==> src/rtl/store_monitor.sv <==
`default_nettype none
// ============================================================================
// store_monitor : in-order, size-aware checker of data-memory stores
//                 against a programmed table of expected stores.
// Revision      : 1.0
// ============================================================================
module store_monitor #(
   parameter int AW      = 32,
   parameter int DW      = 32,
   parameter int DEPTH   = 4,
   parameter int TIMEOUT = 1000,
   parameter int STRICT  = 1,
   localparam int c_IW   = (DEPTH > 1) ? $clog2(DEPTH) : 1,
   localparam int c_CW   = $clog2(DEPTH + 1)
) (
   input  logic             clk,
   input  logic             reset,
   input  logic [1:0]       memwrite,
   input  logic [AW-1:0]    dataadr,
   input  logic [DW-1:0]    writedata,
   input  logic             exp_we,
   input  logic [c_IW-1:0]  exp_idx,
   input  logic [AW-1:0]    exp_addr,
   input  logic [DW-1:0]    exp_data,
   input  logic [1:0]       exp_size,
   input  logic [c_CW-1:0]  exp_count,
   input  logic             start,
   output logic             done,
   output logic             pass,
   output logic [1:0]       fail_code,
   output logic [c_CW-1:0]  match_cnt,
   output logic [AW-1:0]    fail_addr,
   output logic [DW-1:0]    fail_data,
   output logic [31:0]      cycles
);

   typedef enum logic [1:0] {
      S_IDLE = 2'd0,
      S_RUN  = 2'd1,
      S_PASS = 2'd2,
      S_FAIL = 2'd3
   } state_t;

   localparam logic [1:0]  c_FC_NONE = 2'b00;
   localparam logic [1:0]  c_FC_ADDR = 2'b01;
   localparam logic [1:0]  c_FC_DATA = 2'b10;
   localparam logic [1:0]  c_FC_TOUT = 2'b11;
   localparam logic [31:0] c_TOUT_AT = 32'(TIMEOUT - 1);

   state_t             r_state;
   logic               r_done;
   logic               r_pass;
   logic [1:0]         r_fail_code;
   logic [c_CW-1:0]    r_match_cnt;
   logic [c_CW-1:0]    r_count;
   logic [AW-1:0]      r_fail_addr;
   logic [DW-1:0]      r_fail_data;
   logic [31:0]        r_cycles;

   // Expected-store table; deliberately not reset so a bench can rerun it.
   logic [AW-1:0]      r_tab_addr [DEPTH];
   logic [DW-1:0]      r_tab_data [DEPTH];
   logic [1:0]         r_tab_size [DEPTH];

   logic [c_IW-1:0]    w_ptr;
   logic [AW-1:0]      w_exp_addr;
   logic [DW-1:0]      w_exp_data;
   logic [1:0]         w_exp_size;
   logic [DW-1:0]      w_mask;
   logic               w_store;
   logic               w_addr_eq;
   logic               w_size_eq;
   logic               w_data_eq;
   logic               w_timeout;
   logic [c_CW-1:0]    w_next_cnt;
   logic [c_CW-1:0]    w_count_clamp;

   always_ff @(posedge clk) begin
      if (r_state == S_IDLE && exp_we && int'(exp_idx) < DEPTH) begin
         r_tab_addr[exp_idx] <= exp_addr;
         r_tab_data[exp_idx] <= exp_data;
         r_tab_size[exp_idx] <= exp_size;
      end
   end

   assign w_ptr      = r_match_cnt[c_IW-1:0];
   assign w_exp_addr = r_tab_addr[w_ptr];
   assign w_exp_data = r_tab_data[w_ptr];
   assign w_exp_size = r_tab_size[w_ptr];

   // Only the lanes the expected size actually writes take part in the compare.
   always_comb begin
      w_mask = '0;
      case (w_exp_size)
         2'b01:   w_mask[7:0]  = '1;
         2'b10:   w_mask[15:0] = '1;
         default: w_mask       = '1;
      endcase
   end

   always_comb begin
      w_count_clamp = exp_count;
      if (int'(exp_count) > DEPTH) begin
         w_count_clamp = c_CW'(DEPTH);
      end
   end

   assign w_store    = (memwrite != 2'b00);
   assign w_addr_eq  = (dataadr == w_exp_addr);
   assign w_size_eq  = (memwrite == w_exp_size);
   assign w_data_eq  = (((writedata ^ w_exp_data) & w_mask) == '0);
   assign w_timeout  = (r_cycles == c_TOUT_AT);
   assign w_next_cnt = r_match_cnt + c_CW'(1);

   always_ff @(posedge clk) begin
      if (reset) begin
         r_state     <= S_IDLE;
         r_done      <= 1'b0;
         r_pass      <= 1'b0;
         r_fail_code <= c_FC_NONE;
         r_match_cnt <= '0;
         r_count     <= '0;
         r_fail_addr <= '0;
         r_fail_data <= '0;
         r_cycles    <= '0;
      end else begin
         case (r_state)
            S_IDLE: begin
               if (start) begin
                  r_count     <= w_count_clamp;
                  r_match_cnt <= '0;
                  r_cycles    <= '0;
                  r_fail_code <= c_FC_NONE;
                  r_fail_addr <= '0;
                  r_fail_data <= '0;
                  if (w_count_clamp == '0) begin
                     r_state <= S_PASS;
                     r_done  <= 1'b1;
                     r_pass  <= 1'b1;
                  end else begin
                     r_state <= S_RUN;
                  end
               end
            end
            S_RUN: begin
               if (r_cycles != '1) begin
                  r_cycles <= r_cycles + 32'd1;
               end
               // A store verdict in this cycle takes priority over the timeout.
               if (w_store && w_addr_eq) begin
                  if (w_size_eq && w_data_eq) begin
                     r_match_cnt <= w_next_cnt;
                     if (w_next_cnt == r_count) begin
                        r_state <= S_PASS;
                        r_done  <= 1'b1;
                        r_pass  <= 1'b1;
                     end else if (w_timeout) begin
                        r_state     <= S_FAIL;
                        r_done      <= 1'b1;
                        r_fail_code <= c_FC_TOUT;
                     end
                  end else begin
                     r_state     <= S_FAIL;
                     r_done      <= 1'b1;
                     r_fail_code <= c_FC_DATA;
                     r_fail_addr <= dataadr;
                     r_fail_data <= writedata;
                  end
               end else if (w_store && STRICT != 0) begin
                  r_state     <= S_FAIL;
                  r_done      <= 1'b1;
                  r_fail_code <= c_FC_ADDR;
                  r_fail_addr <= dataadr;
                  r_fail_data <= writedata;
               end else if (w_timeout) begin
                  r_state     <= S_FAIL;
                  r_done      <= 1'b1;
                  r_fail_code <= c_FC_TOUT;
               end
            end
            default: begin
               r_state <= r_state;
            end
         endcase
      end
   end

   assign done      = r_done;
   assign pass      = r_pass;
   assign fail_code = r_fail_code;
   assign match_cnt = r_match_cnt;
   assign fail_addr = r_fail_addr;
   assign fail_data = r_fail_data;
   assign cycles    = r_cycles;

endmodule
`default_nettype wire

==> config.mk <==
export PLATFORM = sky130hd
export DESIGN_NAME = store_monitor
export DESIGN_NICKNAME = d
export VERILOG_FILES = /design/src/rtl/store_monitor.sv
export SDC_FILE = /design/constraint.sdc
export NUM_CORES = 1
export LEC_CHECK = 0
export ABC_AREA = 1
export ABC_CLOCK_PERIOD_IN_PS = 8600
export BUFFER_PORTS_ARGS = -buffer_cell sky130_fd_sc_hd__clkbuf_2
export CORE_MARGIN = 3
export CORE_UTILIZATION = 45
export DETAILED_ROUTE_END_ITERATION = 16
export PLACE_DENSITY = 0.7
export SYNTH_ARGS = -nofsm -noshare
export SYNTH_HDL_FRONTEND = slang
export SYNTH_SLANG_ARGS = --single-unit
==> constraint.sdc <==
create_clock -name clk -period 8.6 [get_ports clk]
set_input_delay 0.86 -clock clk [delete_from_list [all_inputs] [get_ports clk]]
set_output_delay 0.86 -clock clk [all_outputs]
set_load 0.01 [all_outputs]
==> results of run 1 <==
[power by group]
part	switching (mW)	internal [mW]
clock network	0.700	0.952
registers	0.0622	2.04
logic	0.574	0.266
[synth_stat cells, types with 2 or more instances]
library cell  instances  area [sq um]
a211oi_1              2          15.0
a21oi_1              74           370
a31oi_1               3          18.8
buf_1                 6          22.5
buf_2                36           180
buf_4                 5          37.5
buf_6                10           113
clkbuf_1             20          75.1
clkinv_1              3          11.3
dfxtp_1             110          2200
edfxtp_1            264          7930
ha_1                  3          37.5
inv_1               145           544
inv_2                 2          7.51
nand2_1             612          2300
nand3_1             210          1050
nand3_2               2          20.0
nand3b_1             19           143
nand4_1              17           106
nor2_1              202           758
nor2_2               12          75.1
nor3_1               26           130
nor4_1                7          43.8
o21a_1                3          22.5
o21ai_0              58           290
or2_2                 3          18.8
xor2_1               15           131
[final timing paths]
kind	from	end	cells past startpoint
max	flip-flop	fail_data[7]$_SDFFE_PP0P_	17
min	pass$_SDFFE_PP0P_	pass$_SDFFE_PP0P_	2
max reg2reg	flip-flop	fail_data[7]$_SDFFE_PP0P_	17
min reg2reg	pass$_SDFFE_PP0P_	pass$_SDFFE_PP0P_	2
[metrics by stage]
| step | util (%) | cells | hold slack, ns | cell area, sq um | total power, mW |
|---|---|---|---|---|---|
| floorplan | - | 1876 | 0.459 | 16700 | 2.70 |
| global placement | 50.4 | 2515 | 0.439 | 18200 | 2.95 |
| detailed placement | 50.4 | 2515 | 0.440 | 18200 | 2.97 |
| CTS | 53.9 | 2589 | 0.448 | 19500 | 4.62 |
| global route | 53.9 | 2589 | 0.463 | 19500 | 4.81 |
| finish | 53.9 | 2591 | 0.446 | 19500 | 4.60 |
[logic make-up after synthesis]
| kind of cell | count (synthesis) | share of synthesized area (%) |
|---|---|---|
| AND/OR/NAND/NOR | 1112 | 27.9 |
| flip-flops | 374 | 60.6 |
| buffers and inverters | 228 | 5.97 |
| AO/OA/AOI/OAI | 144 | 4.50 |
| XOR/XNOR | 15 | 0.786 |
| adder cells (fa/ha/maj) | 3 | 0.225 |
[tightest hold or removal path, cell delays in order (launching register included)]
cell and delay, ns:
dfxtp_1 0.31, inv_1 0.04, a21oi_1 0.05
[final cells by class]
| class | instances | area share (%) |
|---|---|---|
| tap | 461 | 2.96 |
| multi-input combinational | 1274 | 28.8 |
| antenna | 2 | 0.0257 |
| timing repair buffer | 255 | 6.71 |
| sequential | 374 | 52.1 |
| clock inverter | 19 | 0.862 |
| clock buffer | 55 | 5.59 |
| inverter | 151 | 2.93 |
[routing by layer]
layer  vias up  GRT usage [%]  routed length [um]
met5         -              0                  72
met4        10           6.43                1130
met3        90           4.79                4100
met2       551           39.0               22100
met1      6435           31.2               19500
li1       6661              -                   -
[state kept, by name, summed over array words and instances, names as in the netlist, named ones only]
| register | count |
|---|---|
| r_count | 3 |
| fail_code | 2 |
| cycles | 32 |
| fail_addr | 32 |
| done | 1 |
| r_tab_addr | 128 |
| r_state | 2 |
| match_cnt | 3 |
| fail_data | 32 |
| r_tab_data | 128 |
| r_tab_size | 8 |
| pass | 1 |
==> impl_metrics.toml, run 1 <==
[place]
place_ws_ns = 3.26
dp_hpwl_um = 31200
gp_congestion = 0.895
port_buffers = 243

[clock_tree]
clk_latency_ns = 0.55
post-cts-setup-buffers = 0
cts_root_buf = "clkbuf_16"
cts_tree = "yes"
post_cts_resized = 0
clockBufferDepth = 3
htree_levels = 2
hold_buffers = 0
cts_sinks = 374
cts.clk_slew.worst_paths_ns = 0.06
cts_buffers = 40

[route]
initialDrtViolationCount = 1104
first_pass_iters = 6
vias_per_cell = 5.31
wire_per_inst_um = 18.1
drc = 0
wirelength_um = 46900
num_vias = 13700
antenna_left = 0

[floorplan]
floorplan.initialDensity_pct = 46.3
fp.dieArea_sq_mm = 0.0395
core_area_sq_mm = 0.0361
die_x_um = 199
io_pins = 244
num_rows = 69
die-height_um = 199

[timing]
finalCriticalPeriod_ns = 5.49
fmax_ghz = 0.182
post-route-period-util_pct = 63.8
worst_pin_slew_ns = 1.16
setup_viol_count_final = 0
finalMaxSlewViolations = 0
skew_ns = 0.0217
tns_ns = 0
hold_viol = 0
rsz0062_at_grt = "false"
setup_slack_ns = 3.11
slew-limit-headroom_pct = 22.6

[grt]
overflow = 0
grt_pass1_wl_um = 71500
grt_usage_pct = 23.3
grt_max_degree = 101
grt_pass1_vias = 13000
antenna_found_initial = 7

[finish]
regArea_sq_mm = 0.0101
syn2layout_area_growth_pct = 16.5
final_cell_mix = "612 x nand2_1, 264 x edfxtp_1, 243 x clkbuf_2, 210 x nand3_1, 201 x nor2_1"
fin_nets = 2240
layout_commonest_cell = "nand2_1"
multi_input_area_sq_mm = 0.00561
nFillCells = 3274
drive_gt1_share_pct = 15.8

[critical_path]
rrSetupSlack_ns = 3.11
path_buf_inv = 3
crit_path_end_kind = "flip-flop"
cp_top_family = "simple AND/OR/NAND/NOR gates"
crit_chain = "buf_4 > nand2_1 > nand3_1 > nand2_1 > ha_1 > nand3_1 > nand2_1 > nor2_1 > nand2_1 > inv_1 > nand2_1 > nor2_2 > nand3_2 > nand3_4 > inv_2 > nor2_1 > nor2_1"
crit_type = "flip-flop to flip-flop"
required_ns = 9.07
critPathLaunchType = "flip-flop"
slowest_delay_ns = 1.08
path_common_cell = "nand2_1"
path_max_fanout = 100
worstPathArrival_ns = 5.96
crit_slowest_cell = "inv_2"

[status]
outcome = "finished clean"

[logic_synthesis]
synth-edff-count = 264
avgSynthCellArea_sq_um = 8.90
ys_types = 34
synth_cells = 1876
ys_seq_area_share_pct = 60.6
synth_top_flop_cell = "edfxtp_1"
netlist_area_sq_mm = 0.0167
ys_warn_count = 0
synthArstFlopShare_pct = 0
yosys_register_bits = 374
syn_nets = 2020

[power]
leakagePower_nw = 8.31
peakVddDrop_uv = 185
p_per_area_mw_per_mm2 = 236

[min_path]
hold_path.class = "flip-flop to flip-flop"

[flow_run]
drv_cap = 0
(Power assumes the default switching activity.)
==> run 2, diff against run 1 <==
Settings changed: ABC_AREA 1 to 0, ABC_CLOCK_PERIOD_IN_PS 8600 to 4900, PLACE_DENSITY 0.7 to 0.74.
Clock period 8.6 ns to 4.9 ns, I/O delays scaled along.
==> run 2 against run 1 <==
Worst setup slack worse by 2.3 ns. Die area shrank 11%. Count of clock-buffer cells in the layout fell by 2. Via count down 35%. Flip-flop and latch count did not move. Final area shrank 9.2%. Routed wire length shrank 29%. Clock skew fell by 0.0012 ns. Critical path type unchanged. Largest power group unchanged. Highest routed layer unchanged.
==> impl_metrics.toml, run 2 <==
[critical_path]
crit_slowest_cell = "dfxtp_4"
crit_chain = "mux4_2 > xnor2_1 > nand4_1 > nor4_1 > o221ai_2 > o21ai_4 > buf_12 > a32o_1"
worstReg2RegEnd = "fail_addr[2]$_SDFFE_PP0P_"
cp_top_family = "compound AO/OA/AOI/OAI gates"
slowest_delay_ns = 0.81
reg2regPathDepth = 8
critPathLaunchType = "flip-flop"
worstPathArrival_ns = 4.49
required_ns = 5.34
crit_type = "flip-flop to flip-flop"
rrSetupSlack_ns = 0.85
path_buf_inv = 1
crit_path_end_kind = "flip-flop"
path_max_fanout = 46

[min_path]
hold_path_end = "r_tab_data[0][12]$_DFFE_PP_"
hold_start = "exp_data[12]"
hold_path.class = "primary input to flip-flop"
whs_path_depth = 1

[timing]
tns_ns = 0
rsz0062_at_grt = "false"
worst_pin_slew_ns = 1.26
fmax_ghz = 0.247
finalMaxSlewViolations = 0
skew_ns = 0.0205
hold_viol = 0
finalCriticalPeriod_ns = 4.05
setup_slack_ns = 0.850
post-route-period-util_pct = 82.6
slew-limit-headroom_pct = 15.6
setup_viol_count_final = 0

[route]
vias_per_cell = 5.59
wirelength_um = 33400
num_vias = 8981
antenna_left = 0
initialDrtViolationCount = 502
wire_per_inst_um = 20.8
first_pass_iters = 5
drc = 0

[grt]
overflow = 0
grt_pass1_vias = 9075
grt_max_degree = 67
grt_pass1_wl_um = 51300
grt_usage_pct = 18.6
antenna_found_initial = 8

[clock_tree]
htree_levels = 2
cts_root_buf = "clkbuf_16"
cts_buffers = 40
hold_buffers = 0
cts_tree = "yes"
post_cts_resized = 0
cts.clk_slew.worst_paths_ns = 0.06
clockBufferDepth = 3
post-cts-setup-buffers = 0
cts_sinks = 374
clk_latency_ns = 0.52

[floorplan]
io_pins = 244
fp.dieArea_sq_mm = 0.0349
core_area_sq_mm = 0.0319
floorplan.initialDensity_pct = 46.2
num_rows = 65
die-height_um = 187
die_x_um = 187

[logic_synthesis]
synthTopCellsByCount = "264 x edfxtp_1, 110 x dfxtp_1, 64 x a32o_1"
synth_top_flop_cell = "edfxtp_1"
synthTopCellsByArea = "edfxtp_1 54%, dfxtp_1 15%, mux4_2 9.0%"
netlist_area_sq_mm = 0.0147
syn_nets = 1032
yosysTopAreaCellShare_pct = 53.8
synth-edff-count = 264
synth_cells = 888
avgSynthCellArea_sq_um = 16.6
ys_warn_count = 0
ys_types = 55
yosys_register_bits = 374
synth_area_leader_cell = "edfxtp_1"
synth.most_common_cell = "edfxtp_1"
synthArstFlopShare_pct = 0
ys_seq_area_share_pct = 68.8

[finish]
post-route-util_pct = 55.5
nFillCells = 2549
finalInstanceArea_sq_mm = 0.0177
fin_nets = 1283
layout_commonest_cell = "edfxtp_1"
top_regs = "r_tab_addr x128, r_tab_data x128"
drive_gt1_share_pct = 33.8
syn2layout_area_growth_pct = 20.0
final_cell_mix = "264 x edfxtp_1, 243 x clkbuf_2, 108 x dfxtp_1, 64 x a32o_1, 62 x xnor2_1"

[place]
dp_hpwl_um = 22100
dpl_cell_area_sq_mm = 0.0164
port_buffers = 243
place_ws_ns = 0.782
gp_congestion = 0.863

[status]
outcome = "finished clean"

[flow_run]
drv_cap = 0

[power]
leakagePower_nw = 6.14
p_per_area_mw_per_mm2 = 386
peakVddDrop_uv = 289
power_mw = 6.82
run 2: per-layer routing:
| layer | wire (um) | part of all wire, % | track usage, % | up-vias |
|---|---|---|---|---|
| met3 | 2670 | 8.0 | 5.38 | 62 |
| met2 | 16100 | 48 | 30.5 | 322 |
| li1 | - | - | - | 4084 |
| met5 | 115 | 0.34 | 0 | - |
| met1 | 13800 | 41 | 24.6 | 4499 |
| met4 | 735 | 2.2 | 4.83 | 14 |
run 2: cell families after synthesis:
kind of cell | after synthesis | share of synthesized area (%)
xor gates and xnor gates | 98 | 5.83
DFF | 374 | 68.8
buffers and inverters | 53 | 1.99
and+or+nand+nor | 171 | 6.26
adders and majority gates | 3 | 0.255
muxes | 73 | 9.97
AOI/OAI and AO/OA | 116 | 6.92
run 2: where the power goes:
part | leakage [nW] | switching (mW) | internal [mW]
combinational | 2.21 | 0.236 | 0.141
sequential | 3.30 | 0.0329 | 3.49
clock | 0.640 | 1.20 | 1.73
run 2: worst max-delay path by stage:
stage | depth (start not counted) | end | slack, ns
global route | 8 | fail_addr[2]$_SDFFE_PP0P_ | 0.44
CTS | 8 | fail_addr[2]$_SDFFE_PP0P_ | 0.75
detailed placement | 8 | fail_addr[2]$_SDFFE_PP0P_ | 0.78
finish | 8 | fail_addr[2]$_SDFFE_PP0P_ | 0.85
floorplan | 3 | r_tab_addr[1][0]$_DFFE_PP_ | -1.17
global placement | 8 | fail_data[1]$_SDFFE_PP0P_ | 0.89
run 2: worst reg2reg max path, cell delays in order, from the launching register on:
cell and delay [ns]:
dfxtp_4 0.81, mux4_2 0.64, xnor2_1 0.16, nand4_1 0.16
nor4_1 0.75, o221ai_2 0.31, o21ai_4 0.58, buf_12 0.32
a32o_1 0.23
run 2: area by class of cell:
| type | instances | area, sq um | area share [%] |
|---|---|---|---|
| antenna | 2 | 5.00 | 0.0283 |
| clock buffer | 53 | 1120 | 6.33 |
| clock inverter | 20 | 184 | 1.04 |
| inverter | 8 | 30.0 | 0.170 |
| multi-input combinational | 461 | 4350 | 24.6 |
| sequential | 374 | 10100 | 57.3 |
| tap | 435 | 544 | 3.08 |
| timing repair buffer | 254 | 1310 | 7.42 |
run 2: stage by stage:
stage / cells / hold WS [ns]
after CTS: 1605 / 0.164
final: 1607 / 0.181
after detailed placement: 1532 / 0.459
after floorplan: 888 / 0.444
after global routing: 1607 / 0.165
after global placement: 1532 / 0.451
